===== src/rtl/uart_matrix_pkg.sv =====
// Shared constants for the UART matrix receiver: byte width, bit-FSM state encoding, baud helpers.
package uart_matrix_pkg;

  localparam int BYTE_W = 8;

  typedef logic [1:0] rx_state_t;

  localparam rx_state_t ST_IDLE  = 2'd0;
  localparam rx_state_t ST_START = 2'd1;
  localparam rx_state_t ST_DATA  = 2'd2;
  localparam rx_state_t ST_STOP  = 2'd3;

  function automatic int clks_per_bit(input int clk_hz, input int baud);
    return clk_hz / baud;
  endfunction

  function automatic int half_bit(input int clk_hz, input int baud);
    return clks_per_bit(clk_hz, baud) / 2;
  endfunction

endpackage


===== src/rtl/uart_rx_byte.sv =====
// 8N1 byte receiver: synchroniser, bit FSM and baud counter. byte_vld/byte_err are strobes
// asserted during the stop-sample cycle; there is no backpressure, so bytes must be taken as they come.
module uart_rx_byte
  import uart_matrix_pkg::*;
#(
  parameter int CLK_FREQ_HZ = 100_000_000,
  parameter int BAUD        = 115200
) (
  input  logic              clk,
  input  logic              rst_n,
  input  logic              uart_rx,
  output logic [BYTE_W-1:0] byte_dat,
  output logic              byte_vld,
  output logic              byte_err,
  output logic              line_idle,
  output logic              line_fall
);

  localparam int CPB   = clks_per_bit(CLK_FREQ_HZ, BAUD);
  localparam int HALF  = half_bit(CLK_FREQ_HZ, BAUD);
  localparam int CNT_W = (CPB > 2) ? $clog2(CPB) : 1;
  localparam logic [CNT_W-1:0] CNT_FULL = CNT_W'(CPB - 1);
  localparam logic [CNT_W-1:0] CNT_HALF = CNT_W'(HALF - 1);

  logic              rx_meta;
  logic              rx_sync;
  logic              rx_prev;
  rx_state_t         state;
  logic [CNT_W-1:0]  cnt;
  logic [2:0]        bit_idx;
  logic [BYTE_W-1:0] shreg;
  logic              tick_full;
  logic              tick_half;

  assign tick_full = (cnt == CNT_FULL);
  assign tick_half = (cnt == CNT_HALF);
  assign line_fall = rx_prev & ~rx_sync;
  assign line_idle = (state == ST_IDLE);
  assign byte_dat  = shreg;
  assign byte_vld  = (state == ST_STOP) && tick_full && rx_sync;
  assign byte_err  = (state == ST_STOP) && tick_full && !rx_sync;

  // Synchroniser flops reset to the idle-high line level so reset release never looks like a start bit.
  always_ff @(posedge clk) begin
    if (!rst_n) begin
      rx_meta <= 1'b1;
      rx_sync <= 1'b1;
      rx_prev <= 1'b1;
    end else begin
      rx_meta <= uart_rx;
      rx_sync <= rx_meta;
      rx_prev <= rx_sync;
    end
  end

  always_ff @(posedge clk) begin
    if (!rst_n) begin
      state   <= ST_IDLE;
      cnt     <= '0;
      bit_idx <= '0;
      shreg   <= '0;
    end else begin
      case (state)
        ST_IDLE: begin
          cnt     <= '0;
          bit_idx <= '0;
          if (line_fall) state <= ST_START;
        end
        ST_START: begin
          if (tick_half) begin
            cnt   <= '0;
            state <= rx_sync ? ST_IDLE : ST_DATA;
          end else begin
            cnt <= cnt + CNT_W'(1);
          end
        end
        ST_DATA: begin
          if (tick_full) begin
            cnt     <= '0;
            shreg   <= {rx_sync, shreg[BYTE_W-1:1]};
            bit_idx <= bit_idx + 3'd1;
            if (bit_idx == 3'd7) state <= ST_STOP;
          end else begin
            cnt <= cnt + CNT_W'(1);
          end
        end
        ST_STOP: begin
          if (tick_full) begin
            cnt   <= '0;
            state <= ST_IDLE;
          end else begin
            cnt <= cnt + CNT_W'(1);
          end
        end
        default: state <= ST_IDLE;
      endcase
    end
  end

endmodule


===== src/rtl/uart_matrix_rx.sv =====
// Packs ELEMS UART bytes into one matrix word; m_valid rises 1 cycle after the last stop sample and a word
// completing while the held word is stalled is dropped (overrun). Optional inter-byte timeout: UART_RX_TIMEOUT_EN.
module uart_matrix_rx
  import uart_matrix_pkg::*;
#(
  parameter int CLK_FREQ_HZ  = 100_000_000,
  parameter int BAUD         = 115200,
  parameter int ELEMS        = 4,
  parameter int TIMEOUT_BITS = 20
) (
  input  logic                    clk,
  input  logic                    rst_n,
  input  logic                    uart_rx,
  output logic                    m_valid,
  input  logic                    m_ready,
  output logic [BYTE_W*ELEMS-1:0] m_data,
  output logic                    frame_err,
  output logic                    overrun,
  output logic                    timeout
);

  localparam int WORD_W    = BYTE_W * ELEMS;
  localparam int IDX_W     = (ELEMS > 1) ? $clog2(ELEMS) : 1;
  localparam int CPB       = clks_per_bit(CLK_FREQ_HZ, BAUD);
  localparam int TMO_LIMIT = TIMEOUT_BITS * CPB;
  localparam logic [IDX_W-1:0] LAST_IDX = IDX_W'(ELEMS - 1);

  logic [BYTE_W-1:0] byte_dat;
  logic              byte_vld;
  logic              byte_err;
  logic              line_idle;
  logic              line_fall;

  logic [IDX_W-1:0]  idx;
  logic [WORD_W-1:0] asm_word;
  logic [WORD_W-1:0] word_full;
  logic              load_ok;
  logic              tmo_hit;

  uart_rx_byte #(
    .CLK_FREQ_HZ (CLK_FREQ_HZ),
    .BAUD        (BAUD)
  ) u_byte (
    .clk       (clk),
    .rst_n     (rst_n),
    .uart_rx   (uart_rx),
    .byte_dat  (byte_dat),
    .byte_vld  (byte_vld),
    .byte_err  (byte_err),
    .line_idle (line_idle),
    .line_fall (line_fall)
  );

  // Assembly word with the incoming byte already merged, so the last byte can go straight to the holding register.
  always_comb begin
    word_full = asm_word;
    word_full[idx*BYTE_W +: BYTE_W] = byte_dat;
  end

  assign load_ok = !m_valid || m_ready;

`ifdef UART_RX_TIMEOUT_EN
  localparam int TMO_W = $clog2(TMO_LIMIT + 1);

  logic [TMO_W-1:0] idle_cnt;

  assign tmo_hit = line_idle && (idx != '0) && (idle_cnt == TMO_W'(TMO_LIMIT - 1));

  always_ff @(posedge clk) begin
    if (!rst_n) begin
      idle_cnt <= '0;
    end else if (!line_idle || (idx == '0) || line_fall || tmo_hit) begin
      idle_cnt <= '0;
    end else begin
      idle_cnt <= idle_cnt + TMO_W'(1);
    end
  end
`else
  logic unused_tmo;

  assign tmo_hit    = 1'b0;
  assign unused_tmo = &{1'b0, line_idle, line_fall, TMO_LIMIT[0]};
`endif

  always_ff @(posedge clk) begin
    if (!rst_n) begin
      idx       <= '0;
      asm_word  <= '0;
      m_data    <= '0;
      m_valid   <= 1'b0;
      frame_err <= 1'b0;
      overrun   <= 1'b0;
      timeout   <= 1'b0;
    end else begin
      frame_err <= byte_err;
      overrun   <= 1'b0;
      timeout   <= tmo_hit;
      if (m_valid && m_ready) m_valid <= 1'b0;
      if (byte_vld) begin
        asm_word <= word_full;
        if (idx == LAST_IDX) begin
          idx <= '0;
          if (load_ok) begin
            m_data  <= word_full;
            m_valid <= 1'b1;
          end else begin
            overrun <= 1'b1;
          end
        end else begin
          idx <= idx + IDX_W'(1);
        end
      end else if (tmo_hit) begin
        idx <= '0;
      end
    end
  end

endmodule


===== config.mk =====
export PLATFORM = sky130hd
export DESIGN_NAME = uart_matrix_rx
export DESIGN_NICKNAME = d
export VERILOG_FILES = /design/src/rtl/uart_matrix_pkg.sv /design/src/rtl/uart_rx_byte.sv /design/src/rtl/uart_matrix_rx.sv
export SDC_FILE = /design/constraint.sdc
export NUM_CORES = 1
export LEC_CHECK = 0
export ABC_AREA = 1
export CORE_MARGIN = 1.5
export CORE_UTILIZATION = 52
export DETAILED_ROUTE_END_ITERATION = 16
export PLACE_DENSITY = 0.84
export SKIP_CTS_REPAIR_TIMING = 1
export SLEW_MARGIN = 20
export SYNTH_ARGS = -nofsm -noshare
export SYNTH_HDL_FRONTEND = slang
export SYNTH_SLANG_ARGS = --single-unit

===== constraint.sdc =====
create_clock -name clk -period 1.8 [get_ports clk]
set_input_delay 0.27 -clock clk [delete_from_list [all_inputs] [get_ports clk]]
set_output_delay 0.27 -clock clk [all_outputs]
set_load 0.03 [all_outputs]

After elaboration in Yosys (flattened, before gate mapping)
Cells that the tools add are included.

Register bits: 95. Input bits: 4. Output and inout port bits: 36. Word-level logic and storage cells: 67.

Add/sub/neg operators: 4. Equal/unequal tests: 12. Shifts and indexed selects: 2. Muxes and demuxes: 19. Bitwise logic cells: 2. Reduce and logical (&&, ||, !) cells: 15.

Operators by type and width (number): $neg 5->34 (1); $shift 8x34->32 const A (1); $shiftx 8x34->32 (1); $bwmux 32 (1); $pmux 10 s3 (1); $mux 10 (2); $mux 2 (7); $add 10x1->10 const B (1); $eq 10x10->1 const B (1); $eq 10x9->1 const B (1); $ne 2x1->1 const B (5); $pmux 2 s4 (1); $eq 2x2->1 const B (3); $pmux 3 s2 (1); $reduce_and 3->1 (2); $mux 1 (5); $reduce_and 5->1 (1); $logic_and 1x1->1 (4); $reduce_and 2->1 (2); $add 3x1->3 const B (1); $eq 3x3->1 const B (1); $mux 3 (1); $add 2x1->2 const B (1); $eq 2x1->1 const B (1); other kinds (7) (8).

Depth between registers and ports, before layout
Gate-level depths: netlist of run 1.

Depth after elaboration: 5. Gate-level depth with buffers: 10.

Hierarchy
Synthesis of run 1 repeated with hierarchy kept, for this count alone.

Cell total of the unflattened synthesis: 705. Area total of the unflattened synthesis: 4608.2 um2.

By module, submodules not included: uart_matrix_rx (times used 1, cells each 539, area an instance 3408.3 um2, sequential area each 1381.3 um2); uart_rx_byte (times used 1, cells each 166, area an instance 1199.9 um2, sequential area each 520.5 um2).

Worst setup path after synthesis of run 1
Ideal clock, no wire load.

Kind: reg2reg. Start point: register idx[0]. End point: register m_data[27]. Setup time: 0.113 ns. Data arrival time: 1.748 ns. Required time: 1.687 ns. Slack: -0.061 ns. Cell stages (with the launch flop): 11. Clock period less this slack: 1.861 ns. Cell sequence: dfxtp_1 buf_2 inv_1 ha_1 buf_2 buf_2 nor2_1 a21boi_0 nand4_1 nand2_1 nor2_1.

Longest elaborated chain between the ends: 3. Elaborated cells between the ends (all ways): 6. Classes of those cells: add/sub (1); eq/ne (1); shift (2); mux (1); reduce/logical (1).

Ends and longest elaborated chain: start: declaration (line uart_matrix_rx.sv:34) `logic [IDX_W-1:0] idx;`; start signal: assignment (line uart_matrix_rx.sv:110) `idx <= idx + IDX_W'(1);`; $neg 5->34 (line uart_matrix_rx.sv:57) `word_full[idx*BYTE_W +: BYTE_W] = byte_dat;`; $shiftx 8x34->32 / $shift 8x34->32 (equally long branches) (line uart_matrix_rx.sv:57); $bwmux 32 (line uart_matrix_rx.sv:57); end signal: assignment (line uart_matrix_rx.sv:104) `m_data <= word_full;`; end: declaration (line uart_matrix_rx.sv:16) `output logic [BYTE_W*ELEMS-1:0] m_data,`.

Several ways; a longest one is shown, not always the timed one. A chain may end at the register's enable or synchronous reset.

Final worst setup path of run 1
Start point: register idx[0]. End point: register m_data[11].

The elaborated chain is that of the path after synthesis.

==> summary.md, run 1 <==
| Metric | Value |
|---|---|
| Non-filler cells, final | `729` |
| Reg2reg start | `idx[0]` |
| # H-tree levels | `3` |
| CP cell instances | `inv_1, ha_1, nor3_1, a21boi_0, nand4_1, nand2_1, nor2_1` |
| Antenna violations before repair | `0` |
| Synth top area share | `43.7%` |
| Detail Route Antenna Nets | `0` |
| Net Sw Frac | `22.8%` |
| Nets | `633` |
| Dominant synthesized flop cell | `dfxtp_1` |
| Crit path to | `m_data[11]` |
| Inst Count DP | `710` |
| Clk_skew | `0.0137 ns` |
| Maxcap violations | `0` |
| Worst min path class | `in -> reg` |
| Clk pwr share | `41.0%` |
| Combinational share of power | `3.4%` |
| Clk root buf | `clkbuf_8` |
| Flop and latch count out of synthesis | `95` |
| Largest net degree at the start of global routing | `46` |
| Number of synthesized flops with an enable pin | `0` |
| GR Layer Usage met3 | `3.95%` |
| Pre-Repair DR Iteration Count | `7` |
| Fmax | `581 MHz` |
| FF-to-FF path depth | `7` |
| WP depth | `7` |
| Crit. End Element | `flop` |
| Synth area leader | `dfxtp_1` |
| GP Congestion | `0.899` |
| Vias in the first global route | `3567` |
| Reg2Reg Setup Slack | `0.08 ns` |
| CP startpoint kind | `flop` |
| Worst path bufs/invs | `1` |
| Dpl hpwl | `6.84 mm` |
| Area of the multi-input gates | `2140 um2` |
| WL/cell | `14.0 um` |
| Global route hottest layer | `met2` |
| Mapped Nets | `597` |
| Initial Utilization | `53.2%` |
| Internal | `0.00295 W` |
| Unique cell type count in the Yosys netlist | `36` |
| Ys Warns | `0` |
| CP top delay family | `simple AND/OR/NAND/NOR gates` |
| Grt total ovfl | `0` |
| Power per Cell Area | `731 nW/um2` |
| Slew HR | `65.1%` |
| Num rows | `33` |
| Register Area | `1910 um2` |
| I/O pin count | `40` |
| Maximum root-to-sink buffer count | `2` |
| Syn Area/Cell | `7.46 um2` |
| GRT Total Usage | `23.2%` |
| Ys async rst share | `0%` |
| DR iter-0 viols | `302` |
| Status | `completed` |
| Cell with the largest stage delay on the worst path | `nor3_1` |
| Sequential area share after synthesis | `43.7%` |
| Number of fill cells | `664` |
| Crit Path Class | `reg -> reg` |
| Worst flop-to-flop path endpoint | `m_data[11]` |
| Ant. Diodes | `0` |
| CTS tree | `built` |
| Final period util | `95.6%` |
| Worst Path Required | `2.11 ns` |
| DRC viols | `0` |
| CTS sink cnt | `95` |
| Clock transition at the registers of the reported paths | `0.09 ns` |
| Cells after synthesis | `583` |
| Die area | `8930 um2` |
| M2 GR Usage | `38.6%` |
| First-pass GRT wire length | `16.4 mm` |
| Setup TNS | `0 ns` |
| Clock latency on the worst-skew pair | `0.37 ns` |
| Final Hold Violating Endpoints | `0` |
| Die width | `94.5 um` |
| Leak | `1.99 nW` |
| Final-report max-slew violation count | `0` |
| Die Ht | `94.5 um` |
| Via-per-instance ratio | `5.55` |
| CP Max Fanout | `4` |
| Critical path startpoint | `idx[0]` |
| Minimum clock period | `1.72 ns` |
| Worst Max-Slew Pin Slew | `0.524 ns` |
| Sequential group share of total power | `55.6%` |
| Vias post-DR | `4048` |
| Fraction of layout cells with a size suffix above 1 | `12.8%` |
| Syn-to-layout area delta | `20.0%` |
| Post-Synthesis Cell Area | `4350 um2` |
| Arr. time, crit path | `2.03 ns` |
| Top cells by area, synth | `dfxtp_1, nor2_1, nand2_1, a21oi_1, nand4_1` |
| M1 GR Usage | `29.4%` |
| Core area | `8180 um2` |
| Switching power | `0.000872 W` |
| Final setup fails | `0` |
| Buffers on Ports | `38` |
| Slowest cell delay on critical path | `0.43 ns` |
| VDD IR-drop max | `0.000462 V` |
| Final WL | `10.2 mm` |
| CTS buffer count | `9` |
cell usage after synthesis, types with 2 or more instances:
cell and count:
nor2_1 111, dfxtp_1 95, nand2_1 79, a21oi_1 50, o21ai_0 36, inv_1 34
nand4_1 34, nor3_1 19, clkbuf_1 14, nand3_1 14, buf_2 13, ha_1 10
a21boi_0 8, o21ai_1 8, a22oi_1 7, buf_1 6, buf_6 6, a21oi_2 5
nand2_2 4, or2_2 4, xor2_1 4, nor2_2 3, nor2_4 3, inv_2 2
nand4_2 2, nor3b_1 2
final cells by class:
class,count,area share [%]
Inverter,37,2.66
Sequential cell,95,36.5
Tap cell,105,2.52
Timing Repair Buffer,65,13.0
Clock inverter,6,1.80
Clock buffer,10,2.44
Multi-Input combinational cell,411,41.1
power groups by stage:
stage | registers [W] | logic, W | clock network, W
floorplan | 0.00217 | 0.0000989 | 0
global placement | 0.00217 | 0.000121 | 0
detailed placement | 0.00217 | 0.000127 | 0
CTS | 0.00212 | 0.000127 | 0.00157
global route | 0.00213 | 0.000145 | 0.00167
finish | 0.00212 | 0.000129 | 0.00157
cells in the final DEF, fill, tap and decap left out, types with 5 or more instances in the layout:
cell,count
a21boi_1,8
a21oi_1,50
a21oi_2,5
a22oi_1,7
buf_12,5
buf_4,19
clkbuf_8,9
clkdlybuf4s50_1,37
dfxtp_1,91
ha_1,10
inv_1,34
nand2_1,79
nand3_1,14
nand4_1,34
nor2_1,109
nor2_4,5
nor3_1,14
nor3_2,6
o21ai_0,36
o21ai_1,8
metrics by stage:
stage / instance area (um2) / utilization [%] / power [W] / hold slack (ns) / worst slack (ns)
finish: 5220 / 63.9 / 0.00382 / 0.281 / 0.0794
global route: 5220 / 63.9 / 0.00394 / 0.296 / -0.00257
floorplan: 4360 / - / 0.00227 / 0.377 / -0.0407
CTS: 5080 / 62.2 / 0.00382 / 0.277 / -0.0271
global placement: 4860 / 59.5 / 0.00229 / 0.398 / 0.140
detailed placement: 4860 / 59.5 / 0.00230 / 0.405 / 0.00582
tightest hold or removal path, delay by kind of cell:
family	cells	cell delay, ns
simple gates	2	0.13
buf+inv	1	0.21
logic make-up after synthesis:
logic type                 after synthesis  share of synthesized area (%)
other                                    1                         0.0862
and+or+nand+nor                        279                           29.5
buffers and inverters                   77                           8.14
AOI/OAI and AO/OA                      116                           14.7
xor gates and xnor gates                 5                           1.01
DFF                                     95                           43.7
adders and majority gates               10                           2.88
registers in the layout, summed over array words and instances (netlist names), named ones only:
| name | count |
|---|---|
| asm_word | 32 |
| frame_err | 1 |
| idx | 2 |
| m_data | 32 |
| m_valid | 1 |
| overrun | 1 |
| u_byte.bit_idx | 3 |
| u_byte.byte_dat | 8 |
| u_byte.cnt | 10 |
| u_byte.rx_meta | 1 |
| u_byte.rx_prev | 1 |
| u_byte.rx_sync | 1 |
| u_byte.state | 1 |
layer usage:
layer	routed length [um]	share of wire [%]	vias to the layer above
met5	0	0	-
met4	204	2.0	0
met3	542	5.3	21
met2	4970	49	130
met1	4510	44	1895
li1	-	-	2002
worst min path at each step:
stage / end / cells past startpoint / slack [ns] / start
6_report: m_data[8] / 3 / 0.28 / rst_n
5_1_grt: m_data[1] / 3 / 0.30 / rst_n
4_1_cts: m_data[8] / 3 / 0.28 / rst_n
3_5_place_dp: u_byte.rx_sync / 1 / 0.40 / u_byte.rx_meta
3_3_place_gp: u_byte.rx_sync / 1 / 0.40 / u_byte.rx_meta
2_1_floorplan: u_byte.rx_meta / 1 / 0.38 / uart_rx
Power figures use the tool's default switching activity.
==> run 2: changes to the inputs <==
--- a/config.mk
+++ b/config.mk
@@ -7,9 +7,9 @@
 export LEC_CHECK = 0
 export ABC_AREA = 1
 export CORE_MARGIN = 1.5
-export CORE_UTILIZATION = 52
+export CORE_UTILIZATION = 61
 export DETAILED_ROUTE_END_ITERATION = 16
-export PLACE_DENSITY = 0.84
+export PLACE_DENSITY = 0.92
 export SKIP_CTS_REPAIR_TIMING = 1
 export SLEW_MARGIN = 20
 export SYNTH_ARGS = -nofsm -noshare
==> constraint.sdc (replaced) <==
create_clock -name clk -period 2.1 [get_ports clk]
set_input_delay 0.315 -clock clk [delete_from_list [all_inputs] [get_ports clk]]
set_output_delay 0.315 -clock clk [all_outputs]
set_load 0.03 [all_outputs]
==> run 2 against run 1 <==
Effect of this change:
- clock-buffer cell count is 1 lower
- combinational power is 13% lower
- clock skew is 0.0039 ns lower
- worst setup slack better by 0.017 ns
- cell area is 4.3% lower
- critical path depth is 2 higher
- non-clock buffer count is 14 lower
- global-route usage is 5.4 points higher
- sequential share of layout area is 1.5 points higher
- first-iteration DRC count is 100% higher
- critical endpoint unchanged
==> summary.md, run 2 (synthesis results as in run 1) <==
| Metric | Value |
|---|---|
| FF-to-FF path depth | `9` |
| Largest regs | `asm_word: 32 flops, m_data: 32 flops, u_byte.cnt: 10 flops` |
| GRT Total Usage | `28.6%` |
| I/O pin count | `40` |
| Clk root buf | `clkbuf_8` |
| Hold path start | `rst_n` |
| CTS sink cnt | `95` |
| Die width | `87.5 um` |
| Crit path to | `m_data[11]` |
| Fmax | `499 MHz` |
| Power Total | `0.00340 W` |
| Leak | `1.89 nW` |
| Final Hold Violating Endpoints | `0` |
| Commonest non-fill, non-tap cell in the layout | `nor2_1` |
| Area of the multi-input gates | `2110 um2` |
| Num rows | `30` |
| Detail Route Antenna Nets | `0` |
| Crit Path Class | `reg -> reg` |
| Clock transition at the registers of the reported paths | `0.10 ns` |
| CP startpoint kind | `flop` |
| Maxcap violations | `0` |
| Reg2Reg Setup Slack | `0.1 ns` |
| Buffers on Ports | `38` |
| Die area | `7650 um2` |
| Via-per-instance ratio | `5.81` |
| CTS tree | `built` |
| CP Max Fanout | `19` |
| Nets | `619` |
| Reg2reg start | `idx[0]` |
| Number of fill cells | `525` |
| Clk pwr share | `43.2%` |
| DR iter-0 viols | `617` |
| Largest net degree at the start of global routing | `69` |
| RSZ-0062 raised after global routing | `true` |
| Final design utilization | `73.2%` |
| Power per Cell Area | `680 nW/um2` |
| Worst min path class | `in -> reg` |
| Internal | `0.00264 W` |
| Ant. Diodes | `0` |
| GP Congestion | `0.907` |
| Worst flop-to-flop path endpoint | `m_data[11]` |
| WL/cell | `14.6 um` |
| Critical path startpoint | `idx[0]` |
| Vias post-DR | `4100` |
| Vias in the first global route | `3687` |
| Antenna violations before repair | `0` |
| Die Ht | `87.5 um` |
| Final period util | `95.4%` |
| Maximum root-to-sink buffer count | `2` |
| Status | `completed` |
| # H-tree levels | `3` |
| Crit. End Element | `flop` |
| Pre-Repair DR Iteration Count | `5` |
| Worst Max-Slew Pin Slew | `0.608 ns` |
| Register Area | `1900 um2` |
| Slew HR | `59.5%` |
| Final setup fails | `0` |
| Minimum clock period | `2.00 ns` |
| Clock latency on the worst-skew pair | `0.38 ns` |
| Setup TNS | `0 ns` |
| Final-report max-slew violation count | `0` |
| CTS buffer count | `9` |
| Grt total ovfl | `0` |
| First-pass GRT wire length | `17.1 mm` |
| Fraction of layout cells with a size suffix above 1 | `9.51%` |
| Initial Utilization | `63.7%` |
| Net Sw Frac | `22.4%` |
| Worst Path Required | `2.39 ns` |
| Switching power | `0.000762 W` |
| Commonest cells after routing, fill and taps aside | `nor2_1, dfxtp_1, nand2_1` |
| Combinational share of power | `3.3%` |
| Sequential group share of total power | `53.5%` |
| Arr. time, crit path | `2.29 ns` |
| VDD IR-drop max | `0.000360 V` |
| Dpl hpwl | `6.73 mm` |
| Final WL | `10.3 mm` |
| Core area | `6830 um2` |
| Syn-to-layout area delta | `14.9%` |
| DRC viols | `0` |
| Clk_skew | `0.00985 ns` |
## run 2: cell count changes in the layout (fill, tap and decap cells not counted), moves of 2 or more
cell / change
a21boi_0: +7
dfxtp_1: +4
nor3_1: +4
dfxtp_2: -4
buf_4: -7
a21boi_1: -7
clkbuf_16: -2
nor3_2: -4
buf_12: -4
## run 2: layout make-up
type | count | share of cell area [%]
inverters | 37 | 2.78
repair buffers | 51 | 9.71
well taps | 96 | 2.40
multi-input cells | 411 | 42.2
clock inverters | 7 | 2.40
clock buffers | 9 | 2.48
flip-flops and latches | 95 | 38.0
## run 2: per-layer routing
| layer | track usage (%) | wire length [um] |
|---|---|---|
| met1 | 35.1 | 4380 |
| met2 | 46.7 | 4980 |
| met3 | 5.31 | 673 |
| met4 | 16.6 | 297 |
| met5 | 0 | 0 |
## run 2: how the worst min path moves through the flow
| stage | to | cells past startpoint |
|---|---|---|
| floorplan | u_byte.rx_sync | 1 |
| global placement | u_byte.rx_sync | 1 |
| detailed placement | u_byte.rx_sync | 1 |
| CTS | u_byte.state[0] | 3 |
| global route | u_byte.state[0] | 3 |
| finish | u_byte.state[0] | 3 |
## run 2: power groups by stage
stage | clock [W] | combinational (W) | sequential, W
5_1_grt | 0.00155 | 0.000126 | 0.00182
3_3_place_gp | 0 | 0.000101 | 0.00186
2_1_floorplan | 0 | 0.0000848 | 0.00186
6_report | 0.00147 | 0.000112 | 0.00182
4_1_cts | 0.00148 | 0.000110 | 0.00182
3_5_place_dp | 0 | 0.000106 | 0.00186
## run 2: critical path: stages, from the launching register on
cell and delay (ns):
dfxtp_1 0.42, inv_1 0.12, ha_1 0.35, buf_4 0.22, nand2_1 0.14, inv_1 0.06, a21boi_0 0.34, nand4_1 0.14
nand2_1 0.08, nor2_1 0.04
## run 2: per-stage QoR
stage / setup slack (ns) / hold slack (ns) / area, um2 / cells
final: 0.0969 / 0.282 / 5000 / 706
after global routing: -0.00683 / 0.277 / 5000 / 706
after CTS: -0.0640 / 0.267 / 4990 / 706
after detailed placement: 0.0665 / 0.404 / 4740 / 690
after global placement: 0.160 / 0.394 / 4740 / 690
after floorplan: 0.239 / 0.393 / 4350 / 583
